--- src/rtl/tick_scheduler.sv ---
// Round-robin tick scheduler: one shared period counter hands single-cycle
// tick pulses to the enabled consumer channels in turn.
module tick_scheduler #(
    parameter int WIDTH    = 8,
    parameter int NCH      = 4,
    parameter int NCH_BITS = 2
) (
    input  logic                clk,
    input  logic                reset,
    input  logic                cfg_valid,
    output logic                cfg_ready,
    input  logic [WIDTH-1:0]    cfg_period,
    input  logic [NCH-1:0]      cfg_mask,
    output logic [NCH-1:0]      tick,
    output logic [NCH_BITS-1:0] tick_ch,
    output logic                busy
);

    typedef enum logic [1:0] {
        S_IDLE   = 2'd0,
        S_RELOAD = 2'd1,
        S_RUN    = 2'd2
    } state_t;

    localparam logic [NCH_BITS-1:0] PTR_INIT = NCH_BITS'(NCH - 1);

    state_t                r_state;
    state_t                w_state_next;
    logic [WIDTH-1:0]      r_period;
    logic [NCH-1:0]        r_mask;
    logic [WIDTH-1:0]      r_count;
    logic [NCH_BITS-1:0]   r_ptr;
    logic [NCH-1:0]        r_tick;
    logic [NCH_BITS-1:0]   r_tick_ch;
    logic                  w_accept;
    logic                  w_expire;
    logic                  w_found;
    logic [NCH_BITS-1:0]   w_cand;
    logic [NCH_BITS-1:0]   w_next_ch;

    assign w_accept = cfg_valid && cfg_ready;
    assign w_expire = (r_count == r_period);
    assign tick     = r_tick;
    assign tick_ch  = r_tick_ch;

    // State register.
    always_ff @(posedge clk) begin
        if (reset) begin
            r_state <= S_IDLE;
        end else begin
            r_state <= w_state_next;
        end
    end

    // Next-state logic.
    always_comb begin
        w_state_next = r_state;
        case (r_state)
            S_IDLE:   if (w_accept) w_state_next = S_RELOAD;
            S_RELOAD: w_state_next = ((r_period != '0) && (r_mask != '0)) ? S_RUN : S_IDLE;
            S_RUN:    if (w_accept) w_state_next = S_RELOAD;
            default:  w_state_next = S_IDLE;
        endcase
    end

    // Outputs decode the state register only, so nothing follows the inputs combinationally.
    always_comb begin
        cfg_ready = (r_state != S_RELOAD);
        busy      = (r_state == S_RUN);
    end

    // Upward search (modulo NCH) for the first enabled channel after the last one served.
    always_comb begin
        w_next_ch = r_ptr;
        w_found   = 1'b0;
        w_cand    = r_ptr;
        for (int i = 1; i <= NCH; i++) begin
            w_cand = NCH_BITS'((int'(r_ptr) + i) % NCH);
            if (!w_found && r_mask[w_cand]) begin
                w_found   = 1'b1;
                w_next_ch = w_cand;
            end
        end
    end

    always_ff @(posedge clk) begin
        if (reset) begin
            r_period  <= '0;
            r_mask    <= '0;
            r_count   <= '0;
            r_ptr     <= PTR_INIT;
            r_tick    <= '0;
            r_tick_ch <= '0;
        end else if (w_accept) begin
            // A new configuration beats a coincident expiry: no tick, pointer restarts.
            r_period <= cfg_period;
            r_mask   <= cfg_mask;
            r_count  <= '0;
            r_ptr    <= PTR_INIT;
            r_tick   <= '0;
        end else if (r_state == S_RUN) begin
            if (w_expire) begin
                r_count   <= '0;
                r_tick    <= {{(NCH-1){1'b0}}, 1'b1} << w_next_ch;
                r_tick_ch <= w_next_ch;
                r_ptr     <= w_next_ch;
            end else begin
                r_count <= r_count + WIDTH'(1);
                r_tick  <= '0;
            end
        end else begin
            r_tick <= '0;
        end
    end

endmodule

--- config.mk ---
export PLATFORM = sky130hd
export DESIGN_NAME = tick_scheduler
export DESIGN_NICKNAME = d
export VERILOG_FILES = /design/src/rtl/tick_scheduler.sv
export SDC_FILE = /design/constraint.sdc
export NUM_CORES = 1
export LEC_CHECK = 0
export BUFFER_PORTS_ARGS = -buffer_cell sky130_fd_sc_hd__buf_4
export CAP_MARGIN = 20
export CELL_PAD_IN_SITES_DETAIL_PLACEMENT = 0
export CELL_PAD_IN_SITES_GLOBAL_PLACEMENT = 2
export CORE_UTILIZATION = 32
export DETAILED_ROUTE_END_ITERATION = 10
export HOLD_SLACK_MARGIN = 0.02
export PLACE_DENSITY_LB_ADDON = 0.05
export SYNTH_ARGS = -nofsm -noshare
export SYNTH_HDL_FRONTEND = slang
export SYNTH_SLANG_ARGS = --single-unit
--- constraint.sdc ---
create_clock -name clk -period 1.9 [get_ports clk]
set_input_delay 0.57 -clock clk [delete_from_list [all_inputs] [get_ports clk]]
set_output_delay 0.57 -clock clk [all_outputs]
set_load 0.02 [all_outputs]
---- Word level (Yosys, flattened, before mapping) ----
Index checks and enable logic that the tools add are counted.
operators by class
  add/sub/neg operators ................... 5
  magnitude comparators ................... 4
  equal/unequal tests ..................... 5
  shift-type cells ........................ 1
  muxes and demuxes ....................... 19
  bitwise logic cells ..................... 3
  reduce and logical (&&, ||, !) cells .... 16
operators by type and width
  operator                                                     number
  less-than comparator 2 x 3 -> 1 bit (second input constant)  4
  two-way mux 2 bit                                            6
  adder 8 x 1 -> 8 bit (second input constant)                 1
  binary-select mux 1 bit (select 2 bit)                       4
  equality test 8 bit                                          1
  two-way mux 8 bit                                            1
  nonzero test 8 bit                                           1
  two-way mux 1 bit                                            7
  logical AND 1 bit                                            5
  adder 2 x 1 -> 2 bit (second input constant)                 2
  adder 2 bit (second input constant)                          2
  != test 2 x 1 -> 1 bit (second input constant)               2
  one-hot mux 2 bit (2 select lines)                           1
  nonzero test 4 bit                                           1
  OR reduction 2 bit                                           2
  OR reduction 4 bit                                           1
  left shift 1 x 2 -> 4 bit (first input constant)             1
  logical NOT 1 bit                                            3
  NOT 1 bit                                                    3
  AND reduction 3 bit                                          1
  equality test 2 x 1 -> 1 bit (second input constant)         1
  equality test 2 bit (second input constant)                  1
  logical NOT 2 bit                                            1
  AND reduction 2 bit                                          1
word-level totals
  register bits ........................... 30
  input bits .............................. 15
  output and inout port bits .............. 8
  word-level logic and storage cells ...... 60

---- Depth between registers and ports, before layout ----
Gate-level depths: netlist of run 1.
  depth after elaboration ................. 14
  depth in mapped cells ................... 6
  gate-level depth less buffers ........... 5

---- Worst setup path before layout of run 1 ----
Ideal clock, no wire load.
  kind .................................... reg2reg
  start ................................... register r_state[1]
  end ..................................... register r_count[0]
  library setup time ...................... 0.145 ns
  data arrival time ....................... 1.329 ns
  data required time ...................... 1.755 ns
  path slack .............................. 0.425 ns
  stages on the path, launching flop included .. 6
  buffers on the path ..................... 1
  clock period less this slack ............ 1.475 ns
  cell sequence ........................... dfxtp_1 -> nor2b_4 -> buf_6 -> nand2_2 -> o31ai_1 -> nor2_1
on the way
  elaborated cells on any way between the ends .. 4
  those cells by class .................... eq/ne (2); reduce/logical (2)
RTL lines
  what                    line  text
  from (decl)             27    state_t r_state;
  from (signal assigned)  51    r_state <= w_state_next;
  equality test 2 bit     n/a
  named net busy          16    output logic busy
  to (signal assigned)    108   r_count <= r_count + WIDTH'(1);
  to (decl)               31    logic [WIDTH-1:0] r_count;
The timed path passes the listed nets, and every way through them passes these cells.
A chain may end at the register's enable or synchronous reset.

---- Worst setup path after layout of run 1 ----
  start ................................... register r_state[0]
  end ..................................... output cfg_ready
on the way
  longest elaborated chain between the ends .. 1
ends and longest elaborated chain
  what                    line  text
  != test 2 x 1 -> 1 bit  68    cfg_ready = (r_state != S_RELOAD);
  to (decl)               11    output logic cfg_ready,
Every way passes these cells.

==> flow_metrics.env, run 1 <==
export IMPL_grt_usage_pct=15.04
export IMPL_insertion_delay_ns=0.28
export IMPL_worstSetupPathType="reg -> out"
export IMPL_grt_overflow_total=0
export IMPL_synth_most_common_cell="nand2_1"
export IMPL_crit_fanout=6
export IMPL_synthTopCellsByArea="dfxtp_1 (44%), nand2_1 (8.9%), xnor2_1 (7.8%)"
export IMPL_synth_edf_count=0
export IMPL_post_cts_setup_buffer_count=0
export IMPL_cts_buffers=5
export IMPL_skew_ns=0.008013
export IMPL_internal_power_w=0.001000
export IMPL_wl_per_cell_um=12.24
export IMPL_vias=1096
export IMPL_worstHoldPathType="reg -> reg"
export IMPL_swShare_pct=24.80
export IMPL_core_area_mm2=0.004029
export IMPL_ys_flop_type="dfxtp_1"
export IMPL_synth_common_cells="nand2_1 (32), dfxtp_1 (30), a21oi_1 (18), nor2_1 (12), xnor2_1 (12)"
export IMPL_fin_tns_setup_ns=0
export IMPL_antenna_found_initial=0
export IMPL_synth_area_mm2=0.001350
export IMPL_post_route_period_util_pct=87.05
export IMPL_syn_nets=177
export IMPL_synth_top_area_cell="dfxtp_1"
export IMPL_outcome="complete, no violations"
export IMPL_gp_congestion=0.7565
export IMPL_slew_headroom_pct=60.76
export IMPL_dieWidth_um=66.95
export IMPL_wl_um=2877
export IMPL_switching_power_w=0.0003299
export IMPL_portBuffers=22
export IMPL_p_leak_nw=0.6350
export IMPL_final_util_pct=40.59
export IMPL_crit_required_ns=1.33
export IMPL_async_reset_ff_share_pct=0
export IMPL_cts_tree="built"
export IMPL_diodes=0
export IMPL_clk_pin_slew_ns=0.06
export IMPL_synth_top_area_share_pct=44.49
export IMPL_die_h_um=66.95
export IMPL_clkPwrFrac_pct=39.8
export IMPL_holdBufCountCts=0
export IMPL_nets=200
export IMPL_synth_seq_cells=30
export IMPL_htree_levels=2
export IMPL_worst_setup_path_end_kind="output port"
export IMPL_drt_iter0_markers=50
export IMPL_dpl_worst_slack_ns=0.3373
export IMPL_synth_seq_area_share_pct=44.49
export IMPL_pwr_share_seq_pct=50.1
export IMPL_setup_slack_ns=0.2461
export IMPL_power_total_w=0.001330
export IMPL_syn_inst=161
export IMPL_final_hold_viol_count=0
export IMPL_area_delta_synth_final_pct=21.13
export IMPL_grt_pass1_vias=994
export IMPL_final_area_mm2=0.001635
export IMPL_arrival_ns=1.08
export IMPL_hpwlAfterDp_um=2181
export IMPL_setup_violations=0
export IMPL_viasPerCell=4.664
export IMPL_dr_pass1_iters=4
export IMPL_worst_pin_slew_ns=0.5832
export IMPL_rsz0062_at_grt="false"
export IMPL_syn_avg_cell_area_um2=8.385
export IMPL_rows=23
export IMPL_cts_resized=0
export IMPL_fmax_ghz=0.6046
export IMPL_ant_nets=0
export IMPL_clockBufferDepth=2
export IMPL_dieArea_mm2=0.004482
export IMPL_maxSlewViolCount=0
export IMPL_yosysUniqueCellTypes=28
export IMPL_period_minus_slack_ns=1.654
export IMPL_cts_sinks=30
export IMPL_p_per_area_mw_per_mm2=813.4
export IMPL_maxCapViolCount=0
export IMPL_cp_start_kind="flip-flop"
export IMPL_drc_errors=0
export IMPL_peakVddDrop_mv=0.3414
export IMPL_grt_pass1_wl_um=4816
export IMPL_grt_max_degree=18
export IMPL_yosys_warnings=0
export IMPL_reg2reg_slack_ns=0.31
export IMPL_drive_gt1_share_pct=17.30
export IMPL_fill_cells=429
export IMPL_floorplan_initialDensity_pct=33.51
export IMPL_place_area_mm2=0.001544
export IMPL_io_pins=23
export IMPL_p_comb_share_pct=10.1
export IMPL_root_buffer="clkbuf_8"
power by group through the flow:
| stage | logic [W] | clock network [W] | registers, W |
|---|---|---|---|
| floorplan | 0.0000900 | 0 | 0.000675 |
| global placement | 0.000134 | 0 | 0.000680 |
| detailed placement | 0.000135 | 0 | 0.000681 |
| CTS | 0.000135 | 0.000545 | 0.000667 |
| global route | 0.000150 | 0.000587 | 0.000669 |
| finish | 0.000134 | 0.000529 | 0.000667 |
layout by cell type (no fill, tap or decap), types with 2 or more instances in the layout:
cell	netlist	layout
nand2_1	32	32
dfxtp_1	30	30
buf_4	0	23
a21oi_1	18	18
nor2_1	12	12
xnor2_1	12	12
nor4_1	9	9
mux2i_1	6	6
clkbuf_8	0	6
inv_1	4	4
nor3_1	4	4
or3_1	4	4
nand3_1	3	3
nand2b_1	2	2
and2_1	2	2
nand4_1	2	2
o31ai_1	2	2
xor2_1	2	2
flip-flops by register name, indices dropped and copies added (netlist names):
register	count
r_count	8
r_period	8
r_mask	4
tick	4
r_ptr	2
r_state	2
tick_ch	2
per-stage QoR:
step	hold WS, ns	cells
after floorplan	0.4622	161
after global placement	0.4444	227
after detailed placement	0.4522	227
after CTS	0.4606	235
after global routing	0.4888	235
final	0.4566	235
critical path: stages (launching register included):
cell	delay, ns
dfxtp_1	0.41
nand2b_1	0.19
buf_4	0.21
worst paths after layout:
check,cells past startpoint,endpoint,startpoint
max,2,cfg_ready,r_state[0]$_SDFFE_PP0P_
min,2,tick_ch[1]$_SDFFE_PP0P_,tick_ch[1]$_SDFFE_PP0P_
max reg2reg,4,tick[1]$_SDFF_PP0_,r_count[5]$_SDFFE_PP0N_
min reg2reg,2,tick_ch[1]$_SDFFE_PP0P_,tick_ch[1]$_SDFFE_PP0P_
metal layers:
layer | vias up | global-route usage, % | wire [µm]
li1 | 594 | - | -
met1 | 473 | 21.38 | 1578
met2 | 27 | 19.70 | 1120
met3 | 2 | 6.164 | 161
met4 | 0 | 5.585 | 17
met5 | - | 0 | 0
area by class of cell:
cell class | instances | area, µm² | share of cell area (%)
Multi-Input combinational cell | 120 | 693.2 | 42.39
Sequential cell | 30 | 600.6 | 36.73
Timing Repair Buffer | 23 | 172.7 | 10.56
Clock buffer | 7 | 86.33 | 5.279
Tap cell | 50 | 62.56 | 3.826
Inverter | 4 | 15.01 | 0.9181
Clock inverter | 1 | 5.005 | 0.3060
cells by family after synthesis:
kind of cell             count (synthesis)  synth area share, %
flip-flops                              30                44.49
XOR/XNOR                                14                9.083
buffers and inverters                   11                4.170
AO/OA/AOI/OAI                           24                9.917
multiplexers                             6                4.449
AND/OR/NAND/NOR                         75                26.97
adder cells (fa/ha/maj)                  1               0.9266
Power figures use the tool's default switching activity.
==> run 2: changes to the inputs <==
--- a/config.mk
+++ b/config.mk
@@ -5,7 +5,7 @@
 export SDC_FILE = /design/constraint.sdc
 export NUM_CORES = 1
 export LEC_CHECK = 0
-export BUFFER_PORTS_ARGS = -buffer_cell sky130_fd_sc_hd__buf_4
+export BUFFER_PORTS_ARGS = -buffer_cell sky130_fd_sc_hd__buf_2
 export CAP_MARGIN = 20
 export CELL_PAD_IN_SITES_DETAIL_PLACEMENT = 0
 export CELL_PAD_IN_SITES_GLOBAL_PLACEMENT = 2
==> constraint.sdc (replaced) <==
create_clock -name clk -period 1.68 [get_ports clk]
set_input_delay 0.504 -clock clk [delete_from_list [all_inputs] [get_ports clk]]
set_output_delay 0.504 -clock clk [all_outputs]
set_load 0.02 [all_outputs]
==> flow_metrics.env, run 2 (synthesized netlist as in run 1, its figures left out) <==
export IMPL_arrival_ns=1.08
export IMPL_hpwlAfterDp_um=2360
export IMPL_top_regs="r_count x8, r_period x8"
export IMPL_cpPeakStageDelay_ns=0.35
export IMPL_wl_um=2993
export IMPL_htree_levels=2
export IMPL_p_leak_nw=0.7163
export IMPL_outcome="complete, no violations"
export IMPL_holdBufCountCts=0
export IMPL_setup_violations=0
export IMPL_portBuffers=22
export IMPL_io_pins=23
export IMPL_post_route_period_util_pct=94.36
export IMPL_cp_depth=2
export IMPL_worst_setup_path_end_kind="output port"
export IMPL_critical_path_top_delay_family="flip-flops"
export IMPL_cp_start_kind="flip-flop"
export IMPL_vias=1188
export IMPL_cts_sinks=30
export IMPL_worst_pin_slew_ns=0.5765
export IMPL_reg2regPathDepth=5
export IMPL_place_area_mm2=0.001617
export IMPL_critPathBufInv=1
export IMPL_viasPerCell=4.714
export IMPL_p_per_area_mw_per_mm2=865.0
export IMPL_clockBufferDepth=2
export IMPL_fmax_ghz=0.6308
export IMPL_wl_per_cell_um=11.88
export IMPL_critPathLaunch="r_state[1]$_SDFFE_PP0P_"
export IMPL_cp_cell_sequence="nand2b_1 > buf_2"
export IMPL_drc_errors=0
export IMPL_floorplan_initialDensity_pct=33.51
export IMPL_core_area_mm2=0.004029
export IMPL_cts_tree="built"
export IMPL_crit_required_ns=1.18
export IMPL_gp_congestion=0.7242
export IMPL_clk_pin_slew_ns=0.06
export IMPL_grt_pass1_vias=1116
export IMPL_r2r_start="r_count[3]$_SDFFE_PP0N_"
export IMPL_crit_path_end="cfg_ready"
export IMPL_drt_iter0_markers=40
export IMPL_grt_pass1_wl_um=5209
export IMPL_root_buffer="clkbuf_8"
export IMPL_cts_buffers=5
export IMPL_worstSetupPathType="reg -> out"
export IMPL_grt_max_degree=13
export IMPL_rows=23
export IMPL_ant_nets=0
export IMPL_antenna_found_initial=0
export IMPL_maxSlewViolCount=0
export IMPL_rsz0062_at_grt="true"
export IMPL_dieArea_mm2=0.004482
export IMPL_skew_ns=0.006109
export IMPL_layout_commonest_cell="nand2_1"
export IMPL_area_delta_synth_final_pct=28.36
export IMPL_die_h_um=66.95
export IMPL_insertion_delay_ns=0.27
export IMPL_dr_pass1_iters=4
export IMPL_crit_fanout=6
export IMPL_reg2reg_slack_ns=0.10
export IMPL_final_util_pct=43.01
export IMPL_final_area_mm2=0.001733
export IMPL_nets=217
export IMPL_grt_usage_pct=15.60
export IMPL_diodes=0
export IMPL_r2r_end="tick[0]$_SDFF_PP0_"
export IMPL_dieWidth_um=66.95
export IMPL_final_hold_viol_count=0
export IMPL_period_minus_slack_ns=1.585
export IMPL_crit_slowest_cell="dfxtp_1"
export IMPL_worstHoldPathType="reg -> reg"
export IMPL_maxCapViolCount=0
export IMPL_drive_gt1_share_pct=26.24
export IMPL_final_cell_mix="nand2_1 (32), dfxtp_1 (30), buf_2 (21)"
export IMPL_peakVddDrop_mv=0.3545
export IMPL_slew_headroom_pct=61.34
export IMPL_grt_overflow_total=0
[run 2: timing repair]
action                                  in CTS  in global routing
gates resized for setup                      1                  4
endpoints found under the setup margin       8                  6
setup buffers                                0                  0
[run 2: final cells by class]
class	instances	area, µm²
Clock buffer	7	86.33
Fill cell	444	2296
Multi-Input combinational cell	120	715.7
Sequential cell	30	600.6
Clock inverter	1	5.005
Tap cell	50	62.56
Timing Repair Buffer	40	247.7
Inverter	4	15.01
[run 2: stage by stage]
stage / power [W] / hold WS (ns) / setup TNS (ns) / setup slack (ns) / cells
after CTS: 0.001514 / 0.4579 / 0 / 0.01644 / 252
after global routing: 0.001582 / 0.4740 / -0.005790 / -0.003728 / 252
after floorplan: 0.0008656 / 0.4622 / 0 / 0.2051 / 161
final: 0.001499 / 0.4559 / 0 / 0.09470 / 252
after detailed placement: 0.0009330 / 0.4485 / -0.1553 / -0.03854 / 244
after global placement: 0.0009309 / 0.4438 / 0 / 0.02448 / 244
[run 2: worst min path at each step]
stage	start	end	slack, ns	cells after the start
floorplan	r_period[3]$_SDFFE_PP0P_	r_period[3]$_SDFFE_PP0P_	0.46	2
global placement	tick_ch[1]$_SDFFE_PP0P_	tick_ch[1]$_SDFFE_PP0P_	0.44	2
detailed placement	tick_ch[1]$_SDFFE_PP0P_	tick_ch[1]$_SDFFE_PP0P_	0.45	2
CTS	cfg_period[1]	r_period[1]$_SDFFE_PP0P_	0.46	3
global route	cfg_period[1]	r_period[1]$_SDFFE_PP0P_	0.47	3
finish	tick_ch[1]$_SDFFE_PP0P_	tick_ch[1]$_SDFFE_PP0P_	0.46	2
[run 2: tightest hold or removal path: stages, from the launching register on]
cell and delay [ns]:
dfxtp_1 0.30, nand2_1 0.05, mux2i_1 0.05
[run 2: power breakdown]
group	total (W)	leakage, nW	switching [W]	internal, W
registers	0.000750	0.244	0.0000182	0.000732
clock network	0.000577	0.0482	0.000247	0.000330
logic	0.000172	0.424	0.0000931	0.0000791
[run 2: layer usage]
metal,part of all wire [%],wire [µm],vias to the layer above,global-route usage (%)
li1,-,-,628,-
met1,53,1599,525,21.55
met2,41,1227,33,23.11
met3,4.9,146,2,4.452
met4,0.63,19,0,4.787
met5,0,0,-,0
==> run 3: changes to the inputs <==
--- a/config.mk
+++ b/config.mk
@@ -13,6 +13,7 @@
 export DETAILED_ROUTE_END_ITERATION = 10
 export HOLD_SLACK_MARGIN = 0.02
 export PLACE_DENSITY_LB_ADDON = 0.05
+export REMOVE_ABC_BUFFERS = 1
 export SYNTH_ARGS = -nofsm -noshare
 export SYNTH_HDL_FRONTEND = slang
 export SYNTH_SLANG_ARGS = --single-unit
==> flow_metrics.env, run 3 (synthesized netlist as in run 1, its figures left out) <==
export IMPL_outcome="complete, no violations"
export IMPL_critical_path_top_delay_family="flip-flops"
export IMPL_clk_pin_slew_ns=0.06
export IMPL_crit_slowest_cell="dfxtp_1"
export IMPL_drt_iter0_markers=41
export IMPL_grt_pass1_wl_um=5119
export IMPL_worst_pin_slew_ns=0.4325
export IMPL_dr_pass1_iters=4
export IMPL_grt_usage_pct=15.65
export IMPL_period_minus_slack_ns=1.596
export IMPL_worstHoldPathType="in -> reg"
export IMPL_die_h_um=66.95
export IMPL_root_buffer="clkbuf_8"
export IMPL_dieArea_mm2=0.004482
export IMPL_cp_start_kind="flip-flop"
export IMPL_post_route_period_util_pct=95.01
export IMPL_top_regs="r_count x8, r_period x8"
export IMPL_fin_tns_setup_ns=0
export IMPL_layout_commonest_cell="nand2_1"
export IMPL_htree_levels=2
export IMPL_nets=207
export IMPL_cpPeakStageDelay_ns=0.42
export IMPL_diodes=0
export IMPL_worst_setup_path_end_kind="output port"
export IMPL_clockBufferDepth=2
export IMPL_critPathBufInv=1
export IMPL_skew_ns=0.007009
export IMPL_final_cell_mix="nand2_1 (32), dfxtp_1 (30), buf_2 (21)"
export IMPL_fill_cells=453
export IMPL_arrival_ns=1.09
export IMPL_core_area_mm2=0.004029
export IMPL_fmax_ghz=0.6265
export IMPL_drive_gt1_share_pct=21.35
export IMPL_p_per_area_mw_per_mm2=913.6
export IMPL_setup_violations=0
export IMPL_ant_nets=0
export IMPL_drc_errors=0
export IMPL_dieWidth_um=66.95
export IMPL_p_leak_nw=0.6615
export IMPL_vias=1191
export IMPL_rsz0062_at_grt="false"
export IMPL_rows=23
export IMPL_post_cts_setup_buffer_count=0
export IMPL_crit_required_ns=1.18
export IMPL_slew_headroom_pct=71.17
export IMPL_final_util_pct=40.87
export IMPL_holdBufCountCts=0
export IMPL_cts_resized=0
export IMPL_worstSetupPathType="reg -> out"
export IMPL_grt_max_degree=13
export IMPL_crit_fanout=6
export IMPL_grt_pass1_vias=1097
export IMPL_portBuffers=22
export IMPL_hpwlAfterDp_um=2213
export IMPL_area_delta_synth_final_pct=21.96
export IMPL_peakVddDrop_mv=0.3483
export IMPL_cts_buffers=5
export IMPL_insertion_delay_ns=0.28
export IMPL_final_hold_viol_count=0
export IMPL_antenna_found_initial=0
export IMPL_maxSlewViolCount=0
export IMPL_multiInputGateArea_um2=704.4
export IMPL_grt_overflow_total=0
export IMPL_viasPerCell=4.921
export IMPL_maxCapViolCount=0
export IMPL_cp_cell_sequence="nand2b_1 > buf_2"
export IMPL_io_pins=23
export IMPL_cts_tree="built"
export IMPL_wl_um=2974
export IMPL_cts_sinks=30
export IMPL_ff_latch_area_um2=600.6
export IMPL_floorplan_initialDensity_pct=33.51
export IMPL_gp_congestion=0.7174
export IMPL_wl_per_cell_um=12.29
-- run 3: changes by cell type in the layout (fill, tap and decap cells not counted) --
cell,before,now
buf_4,19,9
nor4_1,7,8
nor4_2,2,1
o31ai_1,1,2
o31ai_2,1,0
-- run 3: path summary, 6_finish.rpt --
check | startpoint | end | slack [ns] | cells past startpoint
worst max-delay path | r_state[0]$_SDFFE_PP0P_ | cfg_ready | 0.08 | 2
worst min-delay path | cfg_period[4] | r_period[4]$_SDFFE_PP0P_ | 0.45 | 3
worst max register to register | r_count[1]$_SDFFE_PP0N_ | tick[0]$_SDFF_PP0_ | 0.15 | 4
worst min register to register | tick_ch[0]$_SDFFE_PP0P_ | tick_ch[0]$_SDFFE_PP0P_ | 0.46 | 2
-- run 3: area by class of cell --
type	instances	area share, %
clock buffers	7	5.243
clock inverters	1	0.3040
inverters	4	0.9119
multi-input cells	120	42.78
flip-flops and latches	30	36.47
well taps	50	3.799
repair buffers	30	10.49
-- run 3: per-layer routing --
metal	vias to the layer above	wire [µm]	GRT usage, %
li1	615	-	-
met1	541	1536	21.18
met2	28	1224	22.10
met3	7	157	5.137
met4	0	56	7.181
met5	-	0	0
-- run 3: worst register-to-register path, cell delays in order, from the launching register on --
cell,delay [ns]
dfxtp_1,0.42
xnor2_1,0.14
nand4_1,0.17
or3_4,0.41
nor4_1,0.28
-- run 3: report_power, final --
part,internal (W),switching (W)
combinational,0.0000630,0.0000858
sequential,0.000732,0.0000219
clock,0.000330,0.000272
-- run 3: stage by stage --
| stage | cell area [µm²] | total power [W] | hold WS [ns] | std cells | worst slack (ns) |
|---|---|---|---|---|---|
| final | 1647 | 0.001504 | 0.4548 | 242 | 0.08381 |
| after floorplan | 1309 | 0.0008564 | 0.4562 | 154 | 0.1555 |
| after CTS | 1633 | 0.001513 | 0.4521 | 242 | 0.05887 |
| after global placement | 1541 | 0.0009144 | 0.4414 | 234 | 0.1719 |
| after global routing | 1647 | 0.001574 | 0.4655 | 242 | 0.01712 |
| after detailed placement | 1541 | 0.0009167 | 0.4543 | 234 | 0.1209 |
